### src/rtl/lc3b_types.sv
// Shared LC-3b datapath types and constants used by the fetch stage.
package lc3b_types;

  typedef logic [15:0] lc3b_word;

  typedef enum logic [1:0] {
    S_REQ   = 2'd0,
    S_HOLD  = 2'd1,
    S_DRAIN = 2'd2
  } fetch_state_e;

  localparam lc3b_word RESET_PC   = 16'h0000;
  localparam lc3b_word INSN_BYTES = 16'd2;

  // Sequential successor address; wraps modulo 2^16 with no carry out.
  function automatic lc3b_word next_pc(input lc3b_word addr);
    return addr + INSN_BYTES;
  endfunction

endpackage

### src/rtl/if_id_reg.sv
// IF/ID pipeline register: flush clears only the valid bit, load captures a new instruction.
module if_id_reg
  import lc3b_types::*;
(
  input  logic     clk,
  input  logic     reset,
  input  logic     load,
  input  logic     flush,
  input  lc3b_word ir_in,
  input  lc3b_word pc_in,
  output logic     valid,
  output lc3b_word ir,
  output lc3b_word pc
);

  logic     valid_q, valid_d;
  lc3b_word ir_q, ir_d;
  lc3b_word pc_q, pc_d;

  always_comb begin
    valid_d = valid_q;
    ir_d    = ir_q;
    pc_d    = pc_q;
    if (flush) begin
      valid_d = 1'b0;
    end else if (load) begin
      valid_d = 1'b1;
      ir_d    = ir_in;
      pc_d    = pc_in;
    end
  end

  always_ff @(posedge clk) begin
    if (reset) begin
      valid_q <= 1'b0;
      ir_q    <= '0;
      pc_q    <= '0;
    end else begin
      valid_q <= valid_d;
      ir_q    <= ir_d;
      pc_q    <= pc_d;
    end
  end

  assign valid = valid_q;
  assign ir    = ir_q;
  assign pc    = pc_q;

endmodule

### src/rtl/if_stage.sv
// LC-3b instruction fetch: single outstanding imem request, one-word skid buffer
// for decode stalls, and a drain state that discards a response orphaned by a redirect.
module if_stage
  import lc3b_types::*;
(
  input  logic     clk,
  input  logic     reset,
  input  logic     stall,
  input  logic     redirect,
  input  lc3b_word redirect_pc,
  input  logic     imem_resp,
  input  lc3b_word imem_rdata,
  output logic     imem_read,
  output lc3b_word imem_address,
  output logic     if_id_valid,
  output lc3b_word if_id_ir,
  output lc3b_word if_id_pc
);

  fetch_state_e state_q, state_d;
  lc3b_word     pc_q, pc_d;
  lc3b_word     req_addr_q, req_addr_d;
  lc3b_word     buf_ir_q, buf_ir_d;
  lc3b_word     buf_pc_q, buf_pc_d;

  logic         id_load;
  logic         id_flush;
  lc3b_word     id_ir_in;
  lc3b_word     id_pc_in;
  lc3b_word     seq_pc;

  assign seq_pc = next_pc(req_addr_q);

  always_comb begin
    state_d    = state_q;
    pc_d       = pc_q;
    req_addr_d = req_addr_q;
    buf_ir_d   = buf_ir_q;
    buf_pc_d   = buf_pc_q;
    id_load    = 1'b0;
    id_flush   = 1'b0;
    id_ir_in   = imem_rdata;
    id_pc_in   = seq_pc;

    if (redirect) begin
      // Redirect wins over stall and response; any buffered word is stale.
      id_flush = 1'b1;
      buf_ir_d = '0;
      buf_pc_d = '0;
      case (state_q)
        S_REQ: begin
          pc_d = redirect_pc;
          if (imem_resp) begin
            req_addr_d = redirect_pc;
          end else begin
            state_d = S_DRAIN;
          end
        end
        S_HOLD: begin
          pc_d       = redirect_pc;
          req_addr_d = redirect_pc;
          state_d    = S_REQ;
        end
        S_DRAIN: begin
          pc_d = redirect_pc;
          if (imem_resp) begin
            req_addr_d = redirect_pc;
            state_d    = S_REQ;
          end
        end
        default: state_d = S_REQ;
      endcase
    end else begin
      case (state_q)
        S_REQ: begin
          if (imem_resp) begin
            if (stall) begin
              buf_ir_d = imem_rdata;
              buf_pc_d = seq_pc;
              state_d  = S_HOLD;
            end else begin
              id_load    = 1'b1;
              pc_d       = seq_pc;
              req_addr_d = seq_pc;
            end
          end else if (!stall) begin
            id_flush = 1'b1;
          end
        end
        S_HOLD: begin
          if (!stall) begin
            id_load    = 1'b1;
            id_ir_in   = buf_ir_q;
            id_pc_in   = buf_pc_q;
            pc_d       = buf_pc_q;
            req_addr_d = buf_pc_q;
            state_d    = S_REQ;
          end
        end
        S_DRAIN: begin
          // The orphaned response is discarded; refetch from the redirected pc.
          if (!stall) begin
            id_flush = 1'b1;
          end
          if (imem_resp) begin
            req_addr_d = pc_q;
            state_d    = S_REQ;
          end
        end
        default: state_d = S_REQ;
      endcase
    end
  end

  always_ff @(posedge clk) begin
    if (reset) begin
      state_q    <= S_REQ;
      pc_q       <= RESET_PC;
      req_addr_q <= RESET_PC;
      buf_ir_q   <= '0;
      buf_pc_q   <= '0;
    end else begin
      state_q    <= state_d;
      pc_q       <= pc_d;
      req_addr_q <= req_addr_d;
      buf_ir_q   <= buf_ir_d;
      buf_pc_q   <= buf_pc_d;
    end
  end

  assign imem_read    = (state_q != S_HOLD);
  assign imem_address = req_addr_q;

  if_id_reg u_if_id_reg (
    .clk   (clk),
    .reset (reset),
    .load  (id_load),
    .flush (id_flush),
    .ir_in (id_ir_in),
    .pc_in (id_pc_in),
    .valid (if_id_valid),
    .ir    (if_id_ir),
    .pc    (if_id_pc)
  );

endmodule

### config.mk
export PLATFORM = sky130hd
export DESIGN_NAME = if_stage
export DESIGN_NICKNAME = d
export VERILOG_FILES = /design/src/rtl/lc3b_types.sv /design/src/rtl/if_id_reg.sv /design/src/rtl/if_stage.sv
export SDC_FILE = /design/constraint.sdc
export NUM_CORES = 1
export LEC_CHECK = 0
export ABC_CLOCK_PERIOD_IN_PS = 2700
export CAP_MARGIN = 20
export CORE_MARGIN = 1.5
export CORE_UTILIZATION = 40
export DETAILED_ROUTE_END_ITERATION = 7
export GPL_ROUTABILITY_DRIVEN = 0
export PLACE_DENSITY_LB_ADDON = 0.05
export SLEW_MARGIN = 20
export SYNTH_ARGS = -nofsm -noshare
export SYNTH_HDL_FRONTEND = slang
export SYNTH_SLANG_ARGS = --single-unit
### constraint.sdc
create_clock -name clk -period 2.7 [get_ports clk]
set_clock_uncertainty 0.2 [all_clocks]
set_input_delay 0.675 -clock clk [delete_from_list [all_inputs] [get_ports clk]]
set_output_delay 0.675 -clock clk [all_outputs]
set_load 0.02 [all_outputs]
; ---- Yosys cells after proc, flatten, opt, wreduce, memory -nomap -nowiden
; Index checks and enable logic that the tools add are counted.
[word_totals]
register_bits = 99
[classes]
add_sub_neg = 1
n_eq_ne = 12
muxes = 32
bitwise_logic = 1
reduce_logical = 12
[ops]
columns = operator, count
row1 = 16-bit 2-to-1 mux, 14
row2 = 16-bit one-hot mux with 2 select lines, 2
row3 = 16-bit one-hot mux with 3 select lines, 1
row4 = "3-bit != test, second input constant", 6
row5 = "16-bit by 2-bit adder with 16-bit output, second input constant", 1
row6 = 2-bit 2-to-1 mux, 6
row7 = 7-bit AND reduction, 1
row8 = "3-bit by 2-bit != test with 1-bit output, second input constant", 2
row9 = 2-bit one-hot mux with 3 select lines, 1
row10 = 2-bit OR reduction, 3
row11 = 1-bit 2-to-1 mux, 5
row12 = 5-bit AND reduction, 1
row13 = 1-bit one-hot mux with 2 select lines, 2
row14 = 2-bit one-hot mux with 2 select lines, 1
row15 = 2-bit AND reduction, 2
row16 = 4-bit AND reduction, 1
row17 = 4-bit nonzero test, 1
row18 = 3-bit nonzero test, 1
row19 = 3-bit OR reduction, 1
row20 = "2-bit by 1-bit == test with 1-bit output, second input constant", 1
row21 = "2-bit == test, second input constant", 1
row22 = 2-bit zero test, 1
row23 = "2-bit by 1-bit != test with 1-bit output, second input constant", 1
row24 = "2-bit != test, second input constant", 1
row25 = 1-bit inverter, 1

; ---- Logic depth before layout (Yosys ltp)
[depth]
word_depth = 6
depth_mapped = 10

; ---- Modules after synthesis
; Synthesis repeated with hierarchy kept, for this count alone.
[hier_totals]
hier_cells = 687
area_unflattened_um2 = 5704.2
[modules_own_cells]
columns = module, n_inst, cells_per_inst, area_each_um2
row1 = if_stage, 1, 539, 4212.8
row2 = if_id_reg, 1, 148, 1491.4

; ---- Least setup slack after synthesis
; OpenSTA, ideal clock, no wires.
[synth_timing]
path_kind = flip-flop to flip-flop
startpoint = register state_q[0]
endpoint = register req_addr_q[15] (netlist: imem_address[15])
t_arrival_ns = 1.816
path_slack_ns = 0.568
stages_incl_launch_ff = 10
synth_period_minus_slack_ns = 2.132
cell_sequence = dfxtp_1 > inv_1 > ha_1 > buf_2 > o21ai_0 > a21oi_1 > o21ba_2 > buf_2 > o21ai_0 > a31o_2
[synth_between]
elab_chain_cells = 4
[synth_lines]
columns = element, line
row1 = start: declaration, if_stage.sv:20  ; fetch_state_e state_q, state_d;
row2 = start signal: assignment, if_stage.sv:123  ; state_q <= state_d;
row3 = 2-bit == test or 2-bit zero test (tied branches), "if_stage.sv:50, if_stage.sv:74"
row4 = 2-bit OR reduction (no line), --
row5 = 3-bit by 2-bit != test with 1-bit output (no line) or 16-bit one-hot mux with 2 select lines (tied branches), --
row6 = 7-bit AND reduction (no line) or 16-bit 2-to-1 mux (tied branches), --
row7 = end signal: assignment, if_stage.sv:125  ; req_addr_q <= req_addr_d;
row8 = end: declaration, if_stage.sv:22  ; lc3b_word req_addr_q, req_addr_d;
; Parallel ways exist; a longest one is shown, timed or not.
; A chain may end at the register's enable or synchronous reset.

; ---- Worst setup path in the final report
[layout_timing]
startpoint = register state_q[0]
endpoint = register u_if_id_reg.pc_q[13] (netlist: u_if_id_reg.pc[13])
[layout_between]
elab_chain_cells = 5
[layout_lines]
columns = element, line
row1 = 2-bit == test or 2-bit zero test (tied branches), if_stage.sv:74  ; case (state_q)
row2 = 1-bit one-hot mux with 2 select lines, if_stage.sv:74
row3 = 1-bit 2-to-1 mux, if_stage.sv:45  ; if (redirect) begin
row4 = 1-bit inverter (no line), --
row5 = 2-bit AND reduction (no line), --
row6 = end signal: assignment, if_id_reg.sv:41  ; pc_q <= pc_d;
row7 = end: declaration, if_id_reg.sv:18  ; lc3b_word pc_q, pc_d;
; Parallel ways exist; a longest one is shown, timed or not.

==> run metrics <==
status finished clean; FP Rows 40; Wirelength per Cell 16.6 microns; leak pwr 2.27 nW; Worst R2R End u_if_id_reg.pc[13]; first-pass GRT wire length 23400 microns; Cell variety after synth 54; DP HPWL 9760 microns; Worst setup SP type register; Port Buffer Count 86; Hold WS 0.255 ns; fillcell total 1158; Setup crit end kind register; root buf cell clkbuf_16; commonest non-fill, non-tap cell in the layout nand2_1; CTS tree yes; Async SR Flop Fraction 0%; chip width 114 microns; Register-to-Register Path Depth 8; Synth warnings 0; CP Data Arrival Time 2.49 ns; Hold Path Class reg2reg; WHS Endpoint buf_ir_q[9]; crit share post-route 89.5%; initial antenna violation count 0; RSZ-0062 raised after global routing false; WP data required 2.78 ns; start point of the worst hold path buf_ir_q[9]; Final Hold Vio Count 0; DR pass1 iterations 5; io pins 87; Die Y 114 microns; Post-route DRC 0; Synth Instances 644; vias 4889; Core Region 12000 sq um; H-tree depth reported by CTS 3; R2R setup slack 0.28 ns; Post-DRT Antenna Nets 0; clk_lat worst skew 0.35 ns; max-slew violations 0; Max Cap Violations 0; FF-to-FF Start state_q[0]; global route overflow 0; setup ws final 0.283 ns; critical path class reg2reg; syn_area_per_cell 7.67 sq um; Synth Flop Type dfxtp_1; Tightest Pin Transition 0.820 ns; Clock Pin Slew Worst Setup and Hold Paths 0.07 ns; post-synthesis sequential area ratio 40.1%; WL final 14400 microns; Setup WS pre-CTS 0.0410 ns; number of global-route vias before repair 4526; critical path peak fanout 24; Synth Cell Area 4940 sq um; Via density 5.63; Max Freq 0.414 GHz; Overall Global Routing Usage 22.7%; Rel. slew slack 45.2%; Nets 758; CTS sink count 99; share of cells above drive strength 1 9.43%; most frequent cells in the layout 113 x nand2_1, 99 x dfxtp_1, 91 x nor2_1; Post-synth EDFFs 0; min Tclk post-route 2.42 ns; DRT iter0 DRCs 426; PD cells 567 nW/um^2; clk buf depth 2; Initial Util 41.1%; largest net degree at the start of global routing 41; cts bufs inserted 9; peak supply drop 0.433 mV; full die area 13000 sq um; Setup violations, final 0; # diodes 0; Synth Net Count 686; post-synthesis register bit count 99; Total Neg Setup Slack 0 ns; area delta synth->final 29.3%; hold path cells 2
[sequential cells by signal, summed over array words and instances, names as in the netlist]
signal,flops
buf_ir_q,16
buf_pc_q,16
imem_address,16
pc_q,16
state_q,2
u_if_id_reg.ir,16
u_if_id_reg.pc,16
u_if_id_reg.valid,1
[metrics by stage]
stage	power [mW]	cells	utilization [%]	area (sq um)
floorplan	2.07	644	-	4940
global placement	2.38	852	50.7	6090
detailed placement	2.40	852	50.7	6090
CTS	3.65	868	53.1	6380
global route	3.79	868	53.1	6380
finish	3.62	868	53.1	6380
[critical path, cell delays in order, from the launching register on]
cell,delay (ns)
dfxtp_1,0.45
inv_1,0.13
ha_1,0.36
mux2i_1,0.18
or4_1,0.47
buf_12,0.19
nor2_1,0.13
nand2_1,0.06
a31oi_1,0.16
[report_power, final]
| part | switching (mW) | total [mW] | internal (mW) |
|---|---|---|---|
| Clock | 0.573 | 1.25 | 0.679 |
| Combinational | 0.420 | 0.751 | 0.331 |
| Sequential | 0.0777 | 1.62 | 1.54 |
| Total | 1.07 | 3.62 | 2.55 |
[synthesized netlist by cell type (all sizes together) (9+ instances only)]
| cell | instances | area (sq um) |
|---|---|---|
| a211oi | 9 | 77.6 |
| a21oi | 60 | 300 |
| a22oi | 16 | 120 |
| a311oi | 20 | 175 |
| buf | 23 | 110 |
| clkbuf | 31 | 118 |
| dfxtp | 99 | 1980 |
| inv | 9 | 33.8 |
| nand2 | 113 | 424 |
| nand3 | 10 | 55.1 |
| nor2 | 91 | 342 |
| nor3 | 21 | 105 |
| o21ai | 43 | 215 |
| xor2 | 9 | 78.8 |
[routing by layer]
layer | vias up | wire, microns | part of all wire, % | global-route usage (%)
li1 | 2419 | - | - | -
met1 | 2330 | 6570 | 46 | 29.7
met2 | 132 | 7130 | 49 | 38.8
met3 | 8 | 605 | 4.2 | 4.92
met4 | 0 | 120 | 0.83 | 4.50
met5 | - | 0 | 0 | 0
[worst max-delay path by stage]
stage,start,end,cells after the start
after global placement,imem_resp,imem_address[7],8
after detailed placement,imem_resp,imem_address[7],8
after floorplan,state_q[0],imem_address[15],9
after CTS,state_q[0],imem_read,3
after global routing,state_q[0],u_if_id_reg.ir[14],8
final,state_q[0],u_if_id_reg.pc[13],8
[final cells by class]
| type | count | area [sq um] | area share, % |
|---|---|---|---|
| inverter | 10 | 37.5 | 0.588 |
| timing repair buffer | 115 | 1180 | 18.5 |
| tap | 147 | 184 | 2.88 |
| clock buffer | 11 | 253 | 3.96 |
| clock inverter | 5 | 36.3 | 0.568 |
| multi-input combinational | 481 | 2710 | 42.4 |
| sequential | 99 | 1980 | 31.0 |
[logic make-up after synthesis]
logic type | count (synthesis) | synth area share [%]
xor+xnor | 15 | 2.81
simple gates | 262 | 23.3
buf+inv | 64 | 5.37
compound gates | 191 | 25.5
flops | 99 | 40.1
mux | 8 | 1.62
fa+ha+maj | 5 | 1.27
[repair_timing]
item / CTS / global route
setup endpoints to repair: 1 / 1
setup buffers: 0 / 0
gates resized for setup: 1 / 1
hold buffers: 0 / 0
No activity file was read; power rests on OpenSTA's default activity.
